### src/rtl/load_seq_pkg.sv
// load_seq_pkg: shared state encoding and parameter defaults for the A/B load sequencer
package load_seq_pkg;
  localparam int DEF_WIDTH = 8;
  localparam int DEF_TIMEOUT = 255;
  typedef enum logic [2:0] {
    IDLE,
    WAIT_A,
    LOAD_A,
    WAIT_B,
    LOAD_B,
    DONE,
    ERR
  } state_e;
endpackage

### src/rtl/wait_timer.sv
// wait_timer: saturating wait counter flagging the last allowed cycle before timeout
module wait_timer #(
  parameter int TIMEOUT = 255
) (
  input  logic clk,
  input  logic rst_n,
  input  logic clear,
  input  logic enable,
  output logic expired
);
  localparam int CW = (TIMEOUT == 0) ? 1 : $clog2(TIMEOUT + 1);
  localparam logic [CW-1:0] LAST = CW'((TIMEOUT > 0) ? TIMEOUT - 1 : 0);
  logic [CW-1:0] cnt_q, cnt_d;
  assign cnt_d = clear ? '0 : (enable && cnt_q != '1) ? cnt_q + 1'b1 : cnt_q;
  assign expired = (TIMEOUT != 0) && (cnt_q == LAST);
  always_ff @(posedge clk or negedge rst_n) begin
    if (!rst_n) cnt_q <= '0;
    else cnt_q <= cnt_d;
  end
endmodule

### src/rtl/load_sequencer.sv
// load_sequencer: captures operand A then B from a valid/ready source and pulses register load enables
module load_sequencer
  import load_seq_pkg::*;
#(
  parameter int WIDTH = DEF_WIDTH,
  parameter int TIMEOUT = DEF_TIMEOUT
) (
  input  logic             clk,
  input  logic             rst_n,
  input  logic             start,
  input  logic             abort,
  input  logic [WIDTH-1:0] num,
  input  logic             num_valid,
  output logic             num_ready,
  output logic [WIDTH-1:0] num_out,
  output logic             okA,
  output logic             okB,
  output logic             done,
  output logic             err_timeout,
  output logic             busy
);
  state_e state_q, state_d;
  logic [WIDTH-1:0] num_q, num_d;
  logic hs, expired;
  assign num_ready = (state_q == WAIT_A) || (state_q == WAIT_B);
  assign hs = num_valid & num_ready;
  assign num_d = (hs && !abort) ? num : num_q;
  assign num_out = num_q;
  assign okA = state_q == LOAD_A;
  assign okB = state_q == LOAD_B;
  assign done = state_q == DONE;
  assign err_timeout = state_q == ERR;
  assign busy = state_q != IDLE;
  wait_timer #(.TIMEOUT(TIMEOUT)) u_timer (
    .clk(clk),
    .rst_n(rst_n),
    .clear(state_q != WAIT_B),
    .enable((state_q == WAIT_B) && !hs),
    .expired(expired)
  );
  always_comb begin
    state_d = state_q;
    case (state_q)
      IDLE:    state_d = start ? WAIT_A : IDLE;
      WAIT_A:  state_d = hs ? LOAD_A : WAIT_A;
      LOAD_A:  state_d = WAIT_B;
      WAIT_B:  state_d = hs ? LOAD_B : expired ? ERR : WAIT_B;
      LOAD_B:  state_d = DONE;
      default: state_d = IDLE;
    endcase
    if (abort) state_d = IDLE;
  end
  always_ff @(posedge clk or negedge rst_n) begin
    if (!rst_n) begin
      state_q <= IDLE;
      num_q <= '0;
    end else begin
      state_q <= state_d;
      num_q <= num_d;
    end
  end
endmodule

### config.mk
export PLATFORM = sky130hd
export DESIGN_NAME = load_sequencer
export DESIGN_NICKNAME = d
export VERILOG_FILES = /design/src/rtl/load_seq_pkg.sv /design/src/rtl/wait_timer.sv /design/src/rtl/load_sequencer.sv
export SDC_FILE = /design/constraint.sdc
export NUM_CORES = 1
export LEC_CHECK = 0
export ABC_AREA = 1
export BUFFER_PORTS_ARGS = -buffer_cell sky130_fd_sc_hd__buf_2
export CORE_ASPECT_RATIO = 0.6
export CORE_MARGIN = 5
export CORE_UTILIZATION = 50
export DETAILED_ROUTE_END_ITERATION = 16
export PLACE_DENSITY = 0.83
export SYNTH_ARGS = -nofsm -noshare
export SYNTH_HDL_FRONTEND = slang
export SYNTH_HIERARCHICAL = 1
export SYNTH_SLANG_ARGS = --single-unit
### constraint.sdc
create_clock -name clk -period 1.5 [get_ports clk]
set_input_delay 0.225 -clock clk [delete_from_list [all_inputs] [get_ports clk]]
set_output_delay 0.225 -clock clk [all_outputs]
set_load 0.1 [all_outputs]
==> results of run 1 <==
## critical path, stage by stage, from the launching register on
cell and delay [ns]:
dfrtp_1 0.43, inv_1 0.10, nor3_2 0.25, buf_12 0.21
## final cells by class
cell class | instances | share of cell area
clock buffer | 4 | 0.0313
inverter | 29 | 0.0790
timing repair buffer | 29 | 0.170
tap | 30 | 0.0260
multi-input combinational | 98 | 0.363
sequential | 19 | 0.331
## stage by stage
step	power, uW	hold slack, ns
2_1_floorplan	1410	-0.0706
3_3_place_gp	1580	0.180
3_5_place_dp	1600	0.190
4_1_cts	1960	0.134
5_1_grt	2020	0.142
6_report	1960	0.132
## cells in the final DEF, fill, tap and decap left out, types with 2 or more instances in the layout
| cell type | instances |
|---|---|
| clkbuf_8 | 3 |
| nand4_1 | 2 |
| nor3_2 | 2 |
| ha_1 | 2 |
| dfrtp_1 | 18 |
| inv_2 | 4 |
| nand2_1 | 47 |
| nor2_2 | 3 |
| buf_2 | 20 |
| inv_1 | 24 |
| xor2_1 | 3 |
| buf_4 | 2 |
| nand2_2 | 2 |
| nand3_1 | 9 |
| buf_12 | 6 |
| o21ai_2 | 8 |
| nor2_1 | 12 |
## logic make-up (layout without fill, tap and decap cells)
logic type	Yosys count	count (layout)
AO/OA/AOI/OAI	13	13
XOR/XNOR	3	3
adder cells (fa/ha/maj)	2	2
buffers and inverters	30	62
flip-flops	19	19
AND/OR/NAND/NOR	80	80
## registers in the layout, summed over array words and instances (netlist names)
| signal | count |
|---|---|
| num_out | 8 |
| state_q | 3 |
| u_timer/cnt_q | 8 |
## power groups by stage
stage / clock network (uW) / registers (uW) / logic (uW)
after floorplan: 0 / 1170 / 239
after global placement: 0 / 638 / 946
after detailed placement: 0 / 641 / 963
after CTS: 363 / 633 / 964
after global routing: 378 / 643 / 1000
final: 361 / 635 / 962
## cells in the mapped netlist
cell       n
clkinv_4   1
nand2_4    1
nor2_1    14
nor2_4     1
buf_6      1
inv_1     25
nand3_4    1
o21ai_1    1
o21ai_0    1
nand2_2    2
a21oi_1    2
nor3_1     2
ha_1       2
dfrtp_1   19
xor2_1     3
inv_2      3
o21ai_2    8
nand4_1    2
nand3_1    9
o21bai_1   1
nor2_2     1
nand2_1   47
## worst paths after layout
check | startpoint | endpoint | slack (ns) | cells past startpoint
setup reg to reg | state_q[2] | u_timer/cnt_q[4] | 0.12 | 10
max in group asynchronous | rst_n | state_q[0] | 0.76 | 2
setup / recovery | state_q[1] | err_timeout | 0.02 | 3
min in group asynchronous | rst_n | u_timer/cnt_q[4] | 0.42 | 2
hold reg to reg | num_out[0] | num_out[0] | 0.48 | 2
hold / removal | abort | state_q[2] | 0.13 | 2
## timing repair
item	CTS	global route
setup buffers	0	1
hold endpoints to repair	19	0
endpoints found under the setup margin	0	11
gates resized for setup	0	5
hold buffers	1	0
## per-layer routing
metal	vias up	wire, microns
met1	439	1120
li1	508	-
met2	23	1120
met5	-	0
met4	0	42
met3	6	146
==> metrics.md, run 1 <==
| Metric | Value |
|---|---|
| P_sw | 1000 uW |
| Gr usage total | 0.159 |
| Worst slew pin tran | 0.491 ns |
| Startpoint types | flop |
| Yosys warning total | 6 |
| Sequential share of power | 0.324 |
| IO Port Bufs | 26 |
| Lkg Pwr | 0.000766 uW |
| Layout Nets | 195 |
| Clock sinks | 19 |
| Max-cap check violation count | 0 |
| Grt met3 use | 0.0458 |
| Slew headroom | 0.675 |
| Mapped Cells | 147 |
| DRC errors left | 0 |
| Initial antenna violation count | 0 |
| Critical Path RT | 1.27 ns |
| Pre-CTS setup slack | 0.0424 ns |
| Pre-antenna DRT Iters | 4 |
| Critical path type | flop to primary output |
| Critical path endpoint category | primary output |
| DR vias/cell | 4.67 |
| Remaining antenna violation count after routing | 0 |
| Unique cell type count in the Yosys netlist | 22 |
| Synth Area in Adders | 0.0227 |
| Synthesized Nets | 162 |
| Dpl cells | 203 |
| Clk buf depth | 2 |
| Die height | 46.4 microns |
| First-pass GRT wire length | 3930 microns |
| IO Count | 27 |
| Die area | 0.00328 sq mm |
| Fill cells | 175 |
| Largest net degree at the start of global routing | 20 |
| Global placement routability congestion | 0.979 |
| ANT cells | 0 |
| Grt met1 use | 0.203 |
| Post-Layout Cell Count | 209 |
| Maximum vdd ir drop | 0.961 mV |
| Final Hold Viols | 0 |
| Core Region | 0.00213 sq mm |
| CTS tree | built |
| DP Area | 0.00137 sq mm |
| CTS H-tree depth | 1 |
| Clock Latency Late Sink | 0.26 ns |
| Share of the synthesized area in the top cell type | 0.430 |
| Hold crit path type | input port to flop |
| XOR/XNOR Fraction of Synth Area | 0.0238 |
| Routing usage on met2 | 0.256 |
| Clock share of power | 0.184 |
| DRT iter0 DRCs | 55 |
| RSZ-0062 raised after global routing | yes |
| Vias in the first global route | 913 |
| TNS Setup | 0 ns |
| Largest family of logic cells by synthesized area | simple AND/OR/NAND/NOR gates |
| CP arrival | 1.26 ns |
| Total wire length | 2420 microns |
| Sequential share of the synthesized area | 0.430 |
| Mean Syn Cell Area | 7.52 sq um |
| Root buffer cell | clkbuf_8 |
| Top post-synthesis cells by area | dfrtp_1, nand2_1, inv_1 |
| Finished Core Util | 0.676 |
| Seq cells post-synth | 19 |
| Synth Area in Compound Gates | 0.0883 |
| Worst-path fanout max | 5 |
| Tmin final | 1.48 ns |
| Clock slew at reported path FFs | 0.07 ns |
| Post-synthesis mux area share | 0 |
| Layout cell share with drive strength beyond 1 | 0.313 |
| Synth-to-Final Area Change | 30.5% |
| Post-DP HPWL | 1920 microns |
| Simple-Gate Fraction of Synth Area | 0.322 |
| Multi-input logic area | 523 sq um |
| GR peak layer | met2 |
| Final period utilization | 0.988 |
| Switching Fraction | 0.512 |
| Final Max Slew Viols | 0 |
| Pint | 956 uW |
| Register area | 477 sq um |
| Die span in x | 70.7 microns |
| Status | complete, no violations |
| Power Dens Cells | 1360 mW/mm^2 |
| Fmax | 0.675 GHz |
| Via count | 976 |
| Total CTS buffers | 3 |
| Combinational fraction of design power | 0.491 |
| Final instance area | 0.00144 sq mm |
| Cell taking the most area after synthesis | dfrtp_1 |
| Number of setup violations in the final report | 0 |
| Max Clock Skew | 0.00328 ns |
| PnR worst setup slack | 0.0179 ns |
| Drt wl/cell | 11.6 microns |
| Cell row count | 13 |
| Synth Cell Area | 0.00110 sq mm |
| Initial Util | 0.518 |
| Total gr overflow | 0 |
No activity file was read; power rests on OpenSTA's default activity.
==> inputs of run 2 (changes only) <==
==> constraint.sdc (replaced) <==
create_clock -name clk -period 1.6 [get_ports clk]
set_input_delay 0.24 -clock clk [delete_from_list [all_inputs] [get_ports clk]]
set_output_delay 0.24 -clock clk [all_outputs]
set_load 0.1 [all_outputs]
==> metrics.md, run 2 (same netlist as run 1, synthesis figures left out) <==
| Metric | Value |
|---|---|
| Status | complete, no violations |
| Final period utilization | 0.947 |
| Slew headroom | 0.674 |
| DR vias/cell | 4.77 |
| CP max stage cell | dfrtp_1 |
| Initial Util | 0.518 |
| IO Port Bufs | 26 |
| Total wire length | 2360 microns |
| Max-cap check violation count | 0 |
| DRT iter0 DRCs | 67 |
| Post-DP HPWL | 1900 microns |
| Total gr overflow | 0 |
| Critical Path RT | 1.36 ns |
| Pwr Total | 1800 uW |
| Commonest non-fill, non-tap cells in the layout | nand2_1, inv_1, buf_2 |
| Biggest cell delay along the critical path | 0.44 ns |
| Die span in x | 70.7 microns |
| CTS H-tree depth | 1 |
| Layout Nets | 193 |
| Via count | 988 |
| Cell row count | 13 |
| Clk buf depth | 2 |
| Drt wl/cell | 11.4 microns |
| Clock sinks | 19 |
| Lkg Pwr | 0.000755 uW |
| CP arrival | 1.27 ns |
| CP cell instances | inv_1, nor3_2, buf_12 |
| TNS Setup | 0 ns |
| Startpoint types | flop |
| Critical path endpoint category | primary output |
| Layout cell share with drive strength beyond 1 | 0.294 |
| Core Region | 0.00213 sq mm |
| Power Dens Cells | 1270 mW/mm^2 |
| Number of setup violations in the final report | 0 |
| Total CTS buffers | 3 |
| DP Area | 0.00135 sq mm |
| Commonest non-fill, non-tap cell in the layout | nand2_1 |
| Synth-to-Final Area Change | 28.1% |
| Clock slew at reported path FFs | 0.07 ns |
| Hold crit path type | input port to flop |
| Remaining antenna violation count after routing | 0 |
| Global placement routability congestion | 0.986 |
| Largest net degree at the start of global routing | 20 |
| Root buffer cell | clkbuf_8 |
| Maximum vdd ir drop | 1.13 mV |
| Final instance area | 0.00142 sq mm |
| Initial antenna violation count | 0 |
| Tmin final | 1.51 ns |
| Vias in the first global route | 902 |
| Clock Latency Late Sink | 0.25 ns |
| First-pass GRT wire length | 3880 microns |
| Final Hold Viols | 0 |
| Critical path type | flop to primary output |
| IO Count | 27 |
| CTS tree | built |
| Die height | 46.4 microns |
| DRC errors left | 0 |
| Worst slew pin tran | 0.492 ns |
| Worst-path fanout max | 5 |
| Die area | 0.00328 sq mm |
| Final Max Slew Viols | 0 |
| Max Clock Skew | 0.00343 ns |
| Pre-antenna DRT Iters | 4 |
| ANT cells | 0 |
| Gr usage total | 0.156 |
| Fmax | 0.660 GHz |
| Post-CTS Setup Bufs | 0 |
[run 2: changes by cell type in the layout (fill, tap and decap cells not counted), sizes merged]
| cell | delta |
|---|---|
| buf | -2 |
[run 2: per-layer routing]
| metal | wire (microns) | global-route usage |
|---|---|---|
| met3 | 206 | 0.0479 |
| met2 | 1100 | 0.262 |
| met5 | 0 | 0 |
| met1 | 1030 | 0.195 |
| met4 | 31 | 0.0562 |
[run 2: layout make-up]
cell class / count / area, sq um
Fill cell: 180 / 716
Multi-Input combinational cell: 98 / 528
Sequential cell: 19 / 475
Timing Repair Buffer: 27 / 215
Inverter: 29 / 114
Clock buffer: 4 / 45.0
Tap cell: 30 / 37.5
[run 2: what timing repair did]
action                                 in CTS  in global routing
setup endpoints to repair                   4                  7
endpoints found under the hold margin      19                  0
gates resized for setup                     1                  3
hold buffers                                1                  0
[run 2: where the power goes]
part	switching, uW	internal, uW	total [uW]	leakage, uW
registers	41.6	553	594	0.000253
clock network	148	177	325	0.0000228
logic	734	148	882	0.000479
[run 2: through the flow]
stage	worst slack, ns	cells	hold WS (ns)	util
6_report	0.0855	207	0.155	0.664
3_3_place_gp	0.137	202	0.198	0.632
3_5_place_dp	-0.0383	202	0.199	0.632
2_1_floorplan	-0.304	147	-0.0556	-
4_1_cts	0.0158	207	0.146	0.659
5_1_grt	-0.000485	207	0.144	0.664
[run 2: worst paths after layout]
check                           start               end  slack [ns]  cells past startpoint
min                             abort        state_q[2]        0.15                      2
min in group asynchronous       rst_n  u_timer/cnt_q[0]        0.45                      2
max                        state_q[1]       err_timeout        0.09                      3
min reg2reg                num_out[2]        num_out[2]        0.49                      2
max reg2reg                state_q[2]  u_timer/cnt_q[3]        0.16                     10
max in group asynchronous       rst_n        num_out[7]        0.85                      2
[run 2: worst max-delay path: cells and delay by family, from the launching register on]
family | cells | cell delay (ns)
flip-flops | 1 | 0.44
buffers and inverters | 2 | 0.34
AND/OR/NAND/NOR | 1 | 0.24
